File: config.mk
export PLATFORM = sky130hd
export DESIGN_NAME = mem_access_unit
export DESIGN_NICKNAME = d
export VERILOG_FILES = /design/src/rtl/mem_access_unit.sv
export SDC_FILE = /design/constraint.sdc
export NUM_CORES = 1
export LEC_CHECK = 0
export ABC_AREA = 1
export CAP_MARGIN = 20
export CORE_ASPECT_RATIO = 1.5
export CORE_UTILIZATION = 43
export DETAILED_ROUTE_END_ITERATION = 8
export PLACE_DENSITY = 0.77
export RECOVER_POWER = 50
export SLEW_MARGIN = 10
export SYNTH_ARGS = -nofsm -noshare
export SYNTH_HDL_FRONTEND = slang
export SYNTH_SLANG_ARGS = --single-unit
File: constraint.sdc
create_clock -name clk -period 1.5 [get_ports clk]
set_input_delay 0.225 -clock clk [delete_from_list [all_inputs] [get_ports clk]]
set_output_delay 0.225 -clock clk [all_outputs]
set_load 0.05 [all_outputs]
File: src/rtl/mem_access_unit.sv
// mem_access_unit: CPU-side initiator for a word-addressed, single-port data memory with a
// one-cycle registered-address read. Turns byte-addressed LB/LBU/LH/LHU/LW/SB/SH/SW requests
// into memory cycles. Sub-word stores use read-modify-write. Loads are sign- or zero-extended.
// Byte order is little-endian.
//
// Ports:
//   clk, rst                     clock, asynchronous active-low reset
//   req, wr, size, sign_ext      request strobe (sampled only when idle), store/load,
//                                access size, load extension mode
//   addr, wdata                  byte address, right-justified store data
//   busy, done, misaligned       status: busy, 1-cycle completion pulse, 1-cycle reject pulse
//   rdata                        load result, held until the next load completes
//   mem_addr, mem_data_in        memory word address and write data (registered)
//   mem_wr_rd                    0 = write, 1 = read; low only in the write state
//   mem_data_out                 memory read data, valid the cycle after the address is sampled
module mem_access_unit #(
  parameter int unsigned DATA_WIDTH = 32,
  parameter int unsigned ADDR_WIDTH = 10
) (
  input  logic                  clk,
  input  logic                  rst,
  input  logic                  req,
  input  logic                  wr,
  input  logic [1:0]            size,
  input  logic                  sign_ext,
  input  logic [ADDR_WIDTH+1:0] addr,
  input  logic [DATA_WIDTH-1:0] wdata,
  output logic                  busy,
  output logic                  done,
  output logic [DATA_WIDTH-1:0] rdata,
  output logic                  misaligned,
  output logic [ADDR_WIDTH-1:0] mem_addr,
  output logic [DATA_WIDTH-1:0] mem_data_in,
  output logic                  mem_wr_rd,
  input  logic [DATA_WIDTH-1:0] mem_data_out
);

  typedef enum logic [1:0] {StIdle, StRead, StWait, StWrite} state_e;

  state_e                  state_q, state_d;
  logic                    wr_q, wr_d;
  logic [1:0]              size_q, size_d;
  logic                    sign_q, sign_d;
  logic [1:0]              lane_q, lane_d;
  logic [ADDR_WIDTH-1:0]   mem_addr_q, mem_addr_d;
  logic [DATA_WIDTH-1:0]   mem_data_in_q, mem_data_in_d;
  logic [DATA_WIDTH-1:0]   rdata_q, rdata_d;
  logic                    done_q, done_d;
  logic                    misaligned_q, misaligned_d;

  logic                    bad_align;
  logic [7:0]              byte_val;
  logic [15:0]             half_val;
  logic [DATA_WIDTH-1:0]   load_val;
  logic [DATA_WIDTH-1:0]   merged;

  assign bad_align = (size == 2'b11) || ((size == 2'b01) && addr[0]) ||
                     ((size == 2'b10) && (addr[1:0] != 2'b00));

  // Lane extraction from the word returned by memory.
  assign byte_val = mem_data_out[{lane_q, 3'b000} +: 8];
  assign half_val = mem_data_out[{lane_q[1], 4'b0000} +: 16];

  always_comb begin
    load_val = mem_data_out;
    case (size_q)
      2'b00:   load_val = {{(DATA_WIDTH - 8){sign_q & byte_val[7]}}, byte_val};
      2'b01:   load_val = {{(DATA_WIDTH - 16){sign_q & half_val[15]}}, half_val};
      default: load_val = mem_data_out;
    endcase
  end

  // Store data was parked right-justified in mem_data_in_q at accept; splice it into the lane.
  always_comb begin
    merged = mem_data_out;
    if (size_q == 2'b00) begin
      merged[{lane_q, 3'b000} +: 8] = mem_data_in_q[7:0];
    end else begin
      merged[{lane_q[1], 4'b0000} +: 16] = mem_data_in_q[15:0];
    end
  end

  always_comb begin
    state_d       = state_q;
    wr_d          = wr_q;
    size_d        = size_q;
    sign_d        = sign_q;
    lane_d        = lane_q;
    mem_addr_d    = mem_addr_q;
    mem_data_in_d = mem_data_in_q;
    rdata_d       = rdata_q;
    done_d        = 1'b0;
    misaligned_d  = 1'b0;
    case (state_q)
      StIdle: begin
        if (req) begin
          if (bad_align) begin
            misaligned_d = 1'b1;
          end else begin
            wr_d          = wr;
            size_d        = size;
            sign_d        = sign_ext;
            lane_d        = addr[1:0];
            mem_addr_d    = addr[ADDR_WIDTH+1:2];
            mem_data_in_d = wdata;
            state_d       = (wr && (size == 2'b10)) ? StWrite : StRead;
          end
        end
      end
      StRead: state_d = StWait;
      StWait: begin
        if (!wr_q) begin
          rdata_d = load_val;
          done_d  = 1'b1;
          state_d = StIdle;
        end else begin
          mem_data_in_d = merged;
          state_d       = StWrite;
        end
      end
      StWrite: begin
        done_d  = 1'b1;
        state_d = StIdle;
      end
      default: state_d = StIdle;
    endcase
  end

  always_ff @(posedge clk or negedge rst) begin
    if (!rst) begin
      state_q       <= StIdle;
      wr_q          <= 1'b0;
      size_q        <= 2'b00;
      sign_q        <= 1'b0;
      lane_q        <= 2'b00;
      mem_addr_q    <= '0;
      mem_data_in_q <= '0;
      rdata_q       <= '0;
      done_q        <= 1'b0;
      misaligned_q  <= 1'b0;
    end else begin
      state_q       <= state_d;
      wr_q          <= wr_d;
      size_q        <= size_d;
      sign_q        <= sign_d;
      lane_q        <= lane_d;
      mem_addr_q    <= mem_addr_d;
      mem_data_in_q <= mem_data_in_d;
      rdata_q       <= rdata_d;
      done_q        <= done_d;
      misaligned_q  <= misaligned_d;
    end
  end

  assign busy        = (state_q != StIdle);
  assign done        = done_q;
  assign rdata       = rdata_q;
  assign misaligned  = misaligned_q;
  assign mem_addr    = mem_addr_q;
  assign mem_data_in = mem_data_in_q;
  // Decoded from state so reset forces read mode immediately.
  assign mem_wr_rd   = (state_q != StWrite);

endmodule
**Word-level counts from Yosys, hierarchy flattened**

Cells that the tools add are included.

- Register bits after elaboration: 84
- Word-level logic and storage cells: 65
- Input bits: 83
- Output and inout port bits: 78

- Reduce and logical (&&, ||, !) cells: 14
- Shifts and indexed selects: 6
- Bitwise operators: 4
- Mux-type cells: 18
- $add $sub $neg: 2
- Equal/unequal tests: 11

Operators with widths:

| kind | number |
|---|---|
| 32-bit two-way mux | 4 |
| 32-bit case mux with 2 select lines | 2 |
| 32-bit bitwise mux | 2 |
| 16-bit by 7-bit variable shift with 32-bit output (first input constant) | 1 |
| 8-bit by 7-bit variable shift with 32-bit output (first input constant) | 1 |
| 16-bit by 7-bit indexed part select with 32-bit output | 1 |
| 32-bit by 6-bit indexed part select with 16-bit output | 1 |
| 32-bit by 6-bit indexed part select with 8-bit output | 1 |
| 8-bit by 7-bit indexed part select with 32-bit output | 1 |
| 5-bit negation with 7-bit output | 2 |
| 2-bit == test (second input constant) | 4 |
| 2-bit two-way mux | 4 |
| 2-bit != test (second input constant) | 4 |
| 2-bit case mux with 4 select lines | 1 |
| 2-bit by 1-bit == test with 1-bit output (second input constant) | 3 |
| 2-bit nonzero test | 3 |
| 2-bit logical NOT | 2 |
| 1-bit two-way mux | 4 |
| 2-bit AND reduction | 2 |
| 4-bit AND reduction | 1 |
| 1-bit logical AND | 3 |
| 3-bit AND reduction | 1 |
| 1-bit AND | 2 |
| 1-bit logical OR | 2 |
| 2 further kinds | 3 |

**Longest topological paths before layout**

Gate-level depths: netlist of run 1.

- Word-level depth: 7
- Mapped depth: 11

**Worst setup path after synthesis of run 1**

OpenSTA, ideal clock, no wires.

- Path type: reg2reg
- Start point: register lane_q[1]
- End point: register mem_data_in_q[13] (netlist: mem_data_in[13])
- Setup time: 0.066 ns
- Required time: 1.434 ns
- Stages on the path, launching flop included: 12
- Path slack: -0.069 ns
- Arrival: 1.503 ns
- Clock period less this slack: 1.569 ns
- Cells stage by stage: dfrtp_1 buf_2 inv_2 ha_1 inv_2 buf_2 nand3_1 o22ai_1 nand2_1 nand2_1 nand2_1 nand2_1

- Word-level cells in the longest chain between the ends: 6

Ends and longest elaborated chain:

| item | RTL line | source |
|---|---|---|
| from (decl) | 44 | `logic [1:0] lane_q, lane_d;` |
| from (signal assigned) | 146 | `lane_q <= lane_d;` |
| 5-bit negation with 7-bit output (on tied branches) | 79, 77 |  |
| 16-bit by 7-bit indexed part select with 32-bit output (tied with other cells) | 79 | `merged[{lane_q[1], 4'b0000} +: 16] = mem_data_in_q[15:0];` |
| 32-bit bitwise mux (on tied branches) | 79, 77 |  |
| 32-bit two-way mux * | 76 | `if (size_q == 2'b00) begin` |
| 32-bit two-way mux * | 112 | `if (!wr_q) begin` |
| 32-bit case mux with 2 select lines * | 94 | `case (state_q)` |
| to (signal assigned) | 148 | `mem_data_in_q <= mem_data_in_d;` |
| to (decl) | 46 | `logic [DATA_WIDTH-1:0] mem_data_in_q, mem_data_in_d;` |

Mark *: on every way between the ends. The rest lies on a longest branch, timed or not. The select of a mux whose other input is x is not followed.
A chain may end at the register's enable or synchronous reset.

**Worst setup path after layout of run 1**

- Start point: register state_q[0]
- End point: register mem_data_in_q[6] (netlist: mem_data_in[6])

- Word-level cells in the longest chain between the ends: 3

Ends and longest elaborated chain:

| item | RTL line | source |
|---|---|---|
| from (decl) | 40 | `state_e state_q, state_d;` |
| from (signal assigned) | 131 | `state_q <= StIdle;` |
| from (signal assigned) | 142 | `state_q <= state_d;` |
| 2-bit == test or 2-bit logical NOT (tied branches) | 94 |  |
| 2-bit != test (no line) or 2-bit nonzero test (tied branches) | -- |  |
| 4-bit AND reduction (no line) | -- |  |

Several ways; a longest one is shown, not always the timed one.

==> flow_metrics.py, run 1 <==
metrics = {
    "yosys": {
        "ys_seq_elements": 84,
        "synth_top_family_by_area": "simple AND/OR/NAND/NOR gates",
        "synthAdderAreaFrac_pct": 1.17,
        "yosys-mux-area-fraction_pct": 0,
        "postSynthNetCount": 839,
        "synth_enable_flop_cells": 0,
        "dominantRegCellSynth": "sky130_fd_sc_hd__dfrtp_1",
        "yosys_warnings": 0,
        "synthesized_area_per_cell_um2": 7.10,
        "post_synth_instance_area_um2": 5330,
        "yosys.cell_types.count": 38,
        "synth_simple_gate_area_share_pct": 33.1,
        "synth_compound_area_share_pct": 17.2,
        "postSynth.asyncResetShare_pct": 100,
        "ys_seq_area_share_pct": 39.4,
        "synth-xor-area-share_pct": 0,
        "syn_inst": 751,
    },
    "sta": {
        "finalHoldWorstSlack_ns": 0.416,
        "period_needed_ns": 1.60,
        "skew_ns": 0.00361,
        "max-slew-margin-rel_pct": 60.0,
        "slew_viol_final": 0,
        "final-hold-violation-count": 0,
        "slew_at_the_pin_closest_to_its_max_slew_limit_ns": 0.599,
        "finalSetupViolCount": 10,
        "timing.final.crit_share_pct": 107,
        "grt_setup_unrepaired": "yes",
        "max_freq_mhz": 623,
        "worst_slack_setup_final_ns": -0.105,
    },
    "layout": {
        "area_delta_synth_final_pct": 59.9,
        "finalNonFillerCells": 1118,
        "antennaDiodeCount": 0,
        "nets": 1048,
        "final_common_cell": "sky130_fd_sc_hd__nand2_1",
        "final_cell_mix": "271 x sky130_fd_sc_hd__nand2_1, 82 x sky130_fd_sc_hd__dfrtp_1, 81 x sky130_fd_sc_hd__clkdlybuf4s50_1",
        "multiInputGateArea_um2": 2930,
        "final-seq-area_um2": 2100,
        "share_of_final_layout_standard_cells_stronger_than_drive_strength_1_pct": 25.3,
        "final.fill_count": 895,
    },
    "power_and_ir_drop": {
        "vdd_drop_max_uv": 1750,
        "leak_nw": 4.22,
        "power.density_cell_area_nw_per_um2": 2600,
    },
    "die": {
        "io_pins": 161,
        "starting_density_of_the_core_pct": 44.3,
        "floorplan.die.height_um": 138,
        "floorplan.core_area_um2": 12000,
        "die_width_um": 92.9,
        "design.die.area_um2": 12900,
        "num_rows": 49,
    },
    "critical_path": {
        "endpoint_kind": "flop",
        "worst-endpoint-arrival_ns": 1.84,
        "criticalPathCategory": "reg -> reg",
        "cp-start-kind": "flop",
        "crit_path_max_fanout": 6,
        "timing.critical_path.from": "state_q[0]",
        "worstReg2RegStart": "state_q[0]",
        "critPathRequiredTime_ns": 1.74,
    },
    "grt": {
        "first_global_vias": 5708,
        "gr-usage-all-layers_pct": 28.0,
        "grt_antenna_before_repair": 0,
        "grt_pass1_wl_um": 28100,
        "grt-ovfl-total": 0,
        "grt_start_max_net_pins": 40,
        "globalRouteMet1Util_pct": 33.0,
        "globalRoute.busiestLayer": "met2",
        "grtUsageMet3_pct": 4.51,
        "grt.met2_usage_pct": 47.6,
    },
    "worst_hold_path": {
        "worstHoldPathType": "in -> async",
    },
    "cts": {
        "clk_latency_ns": 0.35,
        "cts_root_buffer": "sky130_fd_sc_hd__clkbuf_16",
        "clk_path_buf_depth": 2,
        "cts_max_level": 3,
        "cts.clk_slew.worst_paths_ns": 0.06,
        "tritoncts_clock_tree": "yes",
        "cts_sink_count": 84,
        "cts-buffers-inserted": 9,
    },
    "flow_run": {
        "maxCapViolCount": 0,
    },
    "drt": {
        "initialDrtViolationCount": 617,
        "route.detailed.vias_per_inst": 5.45,
        "detailroute.via_count": 6097,
        "drtAntennaViolNets": 0,
        "post-route-drc-count": 0,
        "wl_per_cell_um": 17.2,
        "drt_wl_total_um": 19200,
        "detail_route.first_pass.iterations": 5,
    },
    "placement": {
        "post-place-cells": 1079,
        "place_congestion": 0.884,
        "buffer_ports.inserted": 160,
        "dp_worst_setup_slack_ns": -0.196,
        "hpwl_dp_um": 13500,
    },
    "run_status": {
        "run_status": "finished with violations",
        "violations": "setup timing",
    },
}
-- synthesized netlist by cell type, types with 14 or more instances --
cell	instances	area share, %
sky130_fd_sc_hd__nand2_1	280	20
sky130_fd_sc_hd__dfrtp_1	84	39
sky130_fd_sc_hd__nand3_1	66	6.2
sky130_fd_sc_hd__inv_1	52	3.7
sky130_fd_sc_hd__a21oi_1	45	4.2
sky130_fd_sc_hd__o21ai_0	39	3.7
sky130_fd_sc_hd__nor2_1	20	1.4
sky130_fd_sc_hd__buf_2	18	1.7
sky130_fd_sc_hd__a21boi_1	14	2.0
sky130_fd_sc_hd__o22ai_1	14	1.6
-- cell families (layout without fill, tap and decap cells) --
kind of cell | Yosys count | count (layout)
simple gates | 409 | 409
compound gates | 149 | 149
buf+inv | 104 | 318
flops | 84 | 84
fa+ha+maj | 5 | 5
-- sequential cells by signal, summed over array words and instances (netlist names) --
name and cells:
done 1, lane_q 2, mem_addr 10, mem_data_in 32, misaligned 1, rdata 32
sign_q 1, size_q 2, state_q 2, wr_q 1
-- stage by stage --
stage / cell area, um^2 / power (mW) / TNS [ns] / utilization (%)
floorplan: 5350 / 12.8 / 0 / -
global placement: 7900 / 18.5 / -5.06 / 65.8
global route: 8520 / 23.2 / -2.06 / 70.9
finish: 8520 / 22.1 / -0.376 / 70.9
detailed placement: 7900 / 18.7 / -9.33 / 65.8
CTS: 8270 / 21.2 / 0 / 68.8
-- metal layers --
layer | part of all wire, % | up-vias
met5 | 0 | -
met4 | 6.5 | 0
met2 | 51 | 323
met3 | 6.3 | 93
met1 | 36 | 2836
li1 | - | 2845
-- power breakdown --
group | switching, mW | leakage, nW | internal, mW
Combinational | 8.96 | 3.06 | 6.30
Sequential | 1.22 | 1.02 | 3.37
Clock | 0.968 | 0.142 | 1.30
-- cell type report --
cell class                      count  area share (%)
Clock buffer                        9            2.64
Clock inverter                      7           0.895
Inverter                           63            3.11
Multi-Input combinational cell    563            34.4
Sequential cell                    84            24.7
Tap cell                          153            2.25
Timing Repair Buffer              235            31.6
Timing Repair inverter              4           0.396
-- worst max-delay path, stage by stage (launching register included) --
cell,delay (ns)
sky130_fd_sc_hd__dfrtp_1,0.40
sky130_fd_sc_hd__inv_2,0.12
sky130_fd_sc_hd__nand2_4,0.10
sky130_fd_sc_hd__buf_12,0.15
sky130_fd_sc_hd__nor2_4,0.17
sky130_fd_sc_hd__nand2_4,0.09
sky130_fd_sc_hd__o21ai_4,0.10
sky130_fd_sc_hd__clkinvlp_4,0.17
sky130_fd_sc_hd__nand3_1,0.13
sky130_fd_sc_hd__nand2_1,0.06
-- path summary, 6_finish.rpt --
kind | cells past startpoint | end | slack [ns]
setup / recovery | 9 | mem_data_in[6] | -0.10
hold / removal | 2 | rdata[27] | 0.42
setup reg to reg | 9 | mem_data_in[6] | -0.10
hold reg to reg | 2 | mem_addr[4] | 0.48
max in group asynchronous | 3 | mem_data_in[18] | 0.20
min in group clk | 3 | mem_addr[5] | 0.44
-- repair_timing --
item,4_1_cts,5_1_grt
resized for setup,11,47
cloned,1,6
hold buffers,1,0
setup buffers,0,16
pin swaps,2,14
endpoints found under the setup margin,50,63
hold endpoints to repair,21,0
No activity file was read; power rests on OpenSTA's default activity.
==> run 2: changes to the inputs <==
--- a/config.mk
+++ b/config.mk
@@ -8,6 +8,7 @@
 export ABC_AREA = 1
 export CAP_MARGIN = 20
 export CORE_ASPECT_RATIO = 1.5
+export CORE_MARGIN = 3
 export CORE_UTILIZATION = 43
 export DETAILED_ROUTE_END_ITERATION = 8
 export PLACE_DENSITY = 0.77
==> constraint.sdc (replaced) <==
create_clock -name clk -period 1.5 [get_ports clk]
set_input_delay 0.45 -clock clk [delete_from_list [all_inputs] [get_ports clk]]
set_output_delay 0.45 -clock clk [all_outputs]
set_load 0.05 [all_outputs]
==> flow_metrics.py, run 2 (synthesized netlist as in run 1, its figures left out) <==
metrics = {
    "run_status": {
        "run_status": "finished with violations",
        "violations": "setup timing",
    },
    "sta": {
        "tns_ns": -0.789,
        "worst_slack_setup_final_ns": -0.105,
        "max-slew-margin-rel_pct": 70.1,
        "grt_setup_unrepaired": "yes",
        "slew_at_the_pin_closest_to_its_max_slew_limit_ns": 0.449,
        "max_freq_mhz": 623,
        "timing.final.crit_share_pct": 107,
        "slew_viol_final": 0,
        "skew_ns": 0.00762,
        "period_needed_ns": 1.60,
        "finalSetupViolCount": 23,
        "final-hold-violation-count": 0,
    },
    "grt": {
        "gr-usage-all-layers_pct": 26.8,
        "grt_antenna_before_repair": 0,
        "grt-ovfl-total": 0,
        "first_global_vias": 5824,
        "grt_pass1_wl_um": 29400,
        "grt_start_max_net_pins": 32,
    },
    "layout": {
        "final_common_cell": "sky130_fd_sc_hd__nand2_1",
        "area_delta_synth_final_pct": 70.5,
        "final.fill_count": 824,
        "final_cell_mix": "272 x sky130_fd_sc_hd__nand2_1, 83 x sky130_fd_sc_hd__buf_12, 78 x sky130_fd_sc_hd__dfrtp_1",
        "nets": 1061,
        "antennaDiodeCount": 0,
        "share_of_final_layout_standard_cells_stronger_than_drive_strength_1_pct": 29.2,
        "layout_utilization_pct": 75.2,
        "finalNonFillerCells": 1131,
    },
    "cts": {
        "cts_root_buffer": "sky130_fd_sc_hd__clkbuf_16",
        "clk_path_buf_depth": 2,
        "clk_latency_ns": 0.35,
        "cts.clk_slew.worst_paths_ns": 0.06,
        "cts_sink_count": 84,
        "cts_max_level": 3,
        "tritoncts_clock_tree": "yes",
        "cts-buffers-inserted": 9,
    },
    "placement": {
        "post-place-cells": 1096,
        "buffer_ports.inserted": 160,
        "hpwl_dp_um": 14200,
        "place_congestion": 0.930,
    },
    "worst_hold_path": {
        "worstHoldPathType": "in -> reg",
        "min_delay_path_depth": 3,
    },
    "drt": {
        "detailroute.via_count": 6114,
        "initialDrtViolationCount": 386,
        "route.detailed.vias_per_inst": 5.41,
        "drtAntennaViolNets": 0,
        "wl_per_cell_um": 17.3,
        "drt_wl_total_um": 19600,
        "detail_route.first_pass.iterations": 6,
        "post-route-drc-count": 0,
    },
    "power_and_ir_drop": {
        "power.density_cell_area_nw_per_um2": 2590,
        "leak_nw": 4.40,
        "vdd_drop_max_uv": 1620,
    },
    "flow_run": {
        "maxCapViolCount": 0,
    },
    "critical_path": {
        "crit_path_max_fanout": 3,
        "critPathRequiredTime_ns": 1.05,
        "endpoint_kind": "output pin",
        "reg_to_reg_slack_setup_ns": -0.08,
        "criticalPathCategory": "reg -> out",
        "r2r_cells": 10,
        "worst-endpoint-arrival_ns": 1.15,
        "cp-start-kind": "flop",
    },
    "die": {
        "design.die.area_um2": 13800,
        "die_width_um": 96.9,
        "floorplan.die.height_um": 142,
        "starting_density_of_the_core_pct": 44.1,
        "num_rows": 49,
        "io_pins": 161,
        "floorplan.core_area_um2": 12100,
    },
}
==> run 2: worst max-delay path, stage by stage, from the launching register on <==
cell	delay (ns)
sky130_fd_sc_hd__dfrtp_1	0.43
sky130_fd_sc_hd__inv_2	0.14
sky130_fd_sc_hd__nand2_4	0.09
sky130_fd_sc_hd__buf_12	0.15
==> run 2: through the flow <==
step	total power [mW]	setup WS (ns)	hold WS [ns]	instance area [um^2]
floorplan	12.8	0.00359	0.154	5350
CTS	22.5	-0.0726	0.524	8760
finish	23.6	-0.105	0.457	9090
detailed placement	19.6	-0.402	0.343	8300
global route	24.7	-0.213	0.475	9090
global placement	19.4	-0.390	0.341	8300
==> run 2: worst paths after layout <==
| kind | from | end |
|---|---|---|
| worst max-delay path | state_q[1] | busy |
| worst min-delay path | req | state_q[1] |
| worst max register to register | lane_q[1] | mem_data_in[17] |
| worst min register to register | mem_addr[6] | mem_addr[6] |
| max in group asynchronous | rst | rdata[8] |
| min in group asynchronous | rst | mem_data_in[17] |
==> run 2: repair_timing <==
action / 4_1_cts / 5_1_grt
hold buffers: 1 / 0
cloned: 0 / 0
resized for setup: 18 / 62
endpoints found under the hold margin: 14 / 0
pin swaps: 3 / 25
endpoints found under the setup margin: 59 / 69
setup buffers: 6 / 12
==> run 2: final cells by class <==
| cell class | count | area, um^2 | share of cell area [%] |
|---|---|---|---|
| repair buffers | 252 | 3180 | 35.0 |
| multi-input cells | 563 | 3020 | 33.2 |
| flip-flops and latches | 84 | 2110 | 23.2 |
| clock buffers | 13 | 270 | 2.97 |
| inverters | 63 | 250 | 2.75 |
| well taps | 153 | 191 | 2.11 |
| clock inverters | 3 | 67.6 | 0.744 |
==> run 2: routing by layer <==
metal / routed length, um / track usage [%] / up-vias
met1: 7170 / 31.1 / 2841
met5: 0 / 0 / -
met2: 10300 / 47.6 / 323
met4: 950 / 13.5 / 0
met3: 1160 / 4.32 / 78
li1: - / - / 2872
==> run 2: where the power goes <==
part	switching, mW	leakage, nW	internal [mW]
sequential	1.46	1.01	3.39
clock	0.924	0.162	1.60
combinational	8.92	3.22	7.28
total	11.3	4.40	12.3
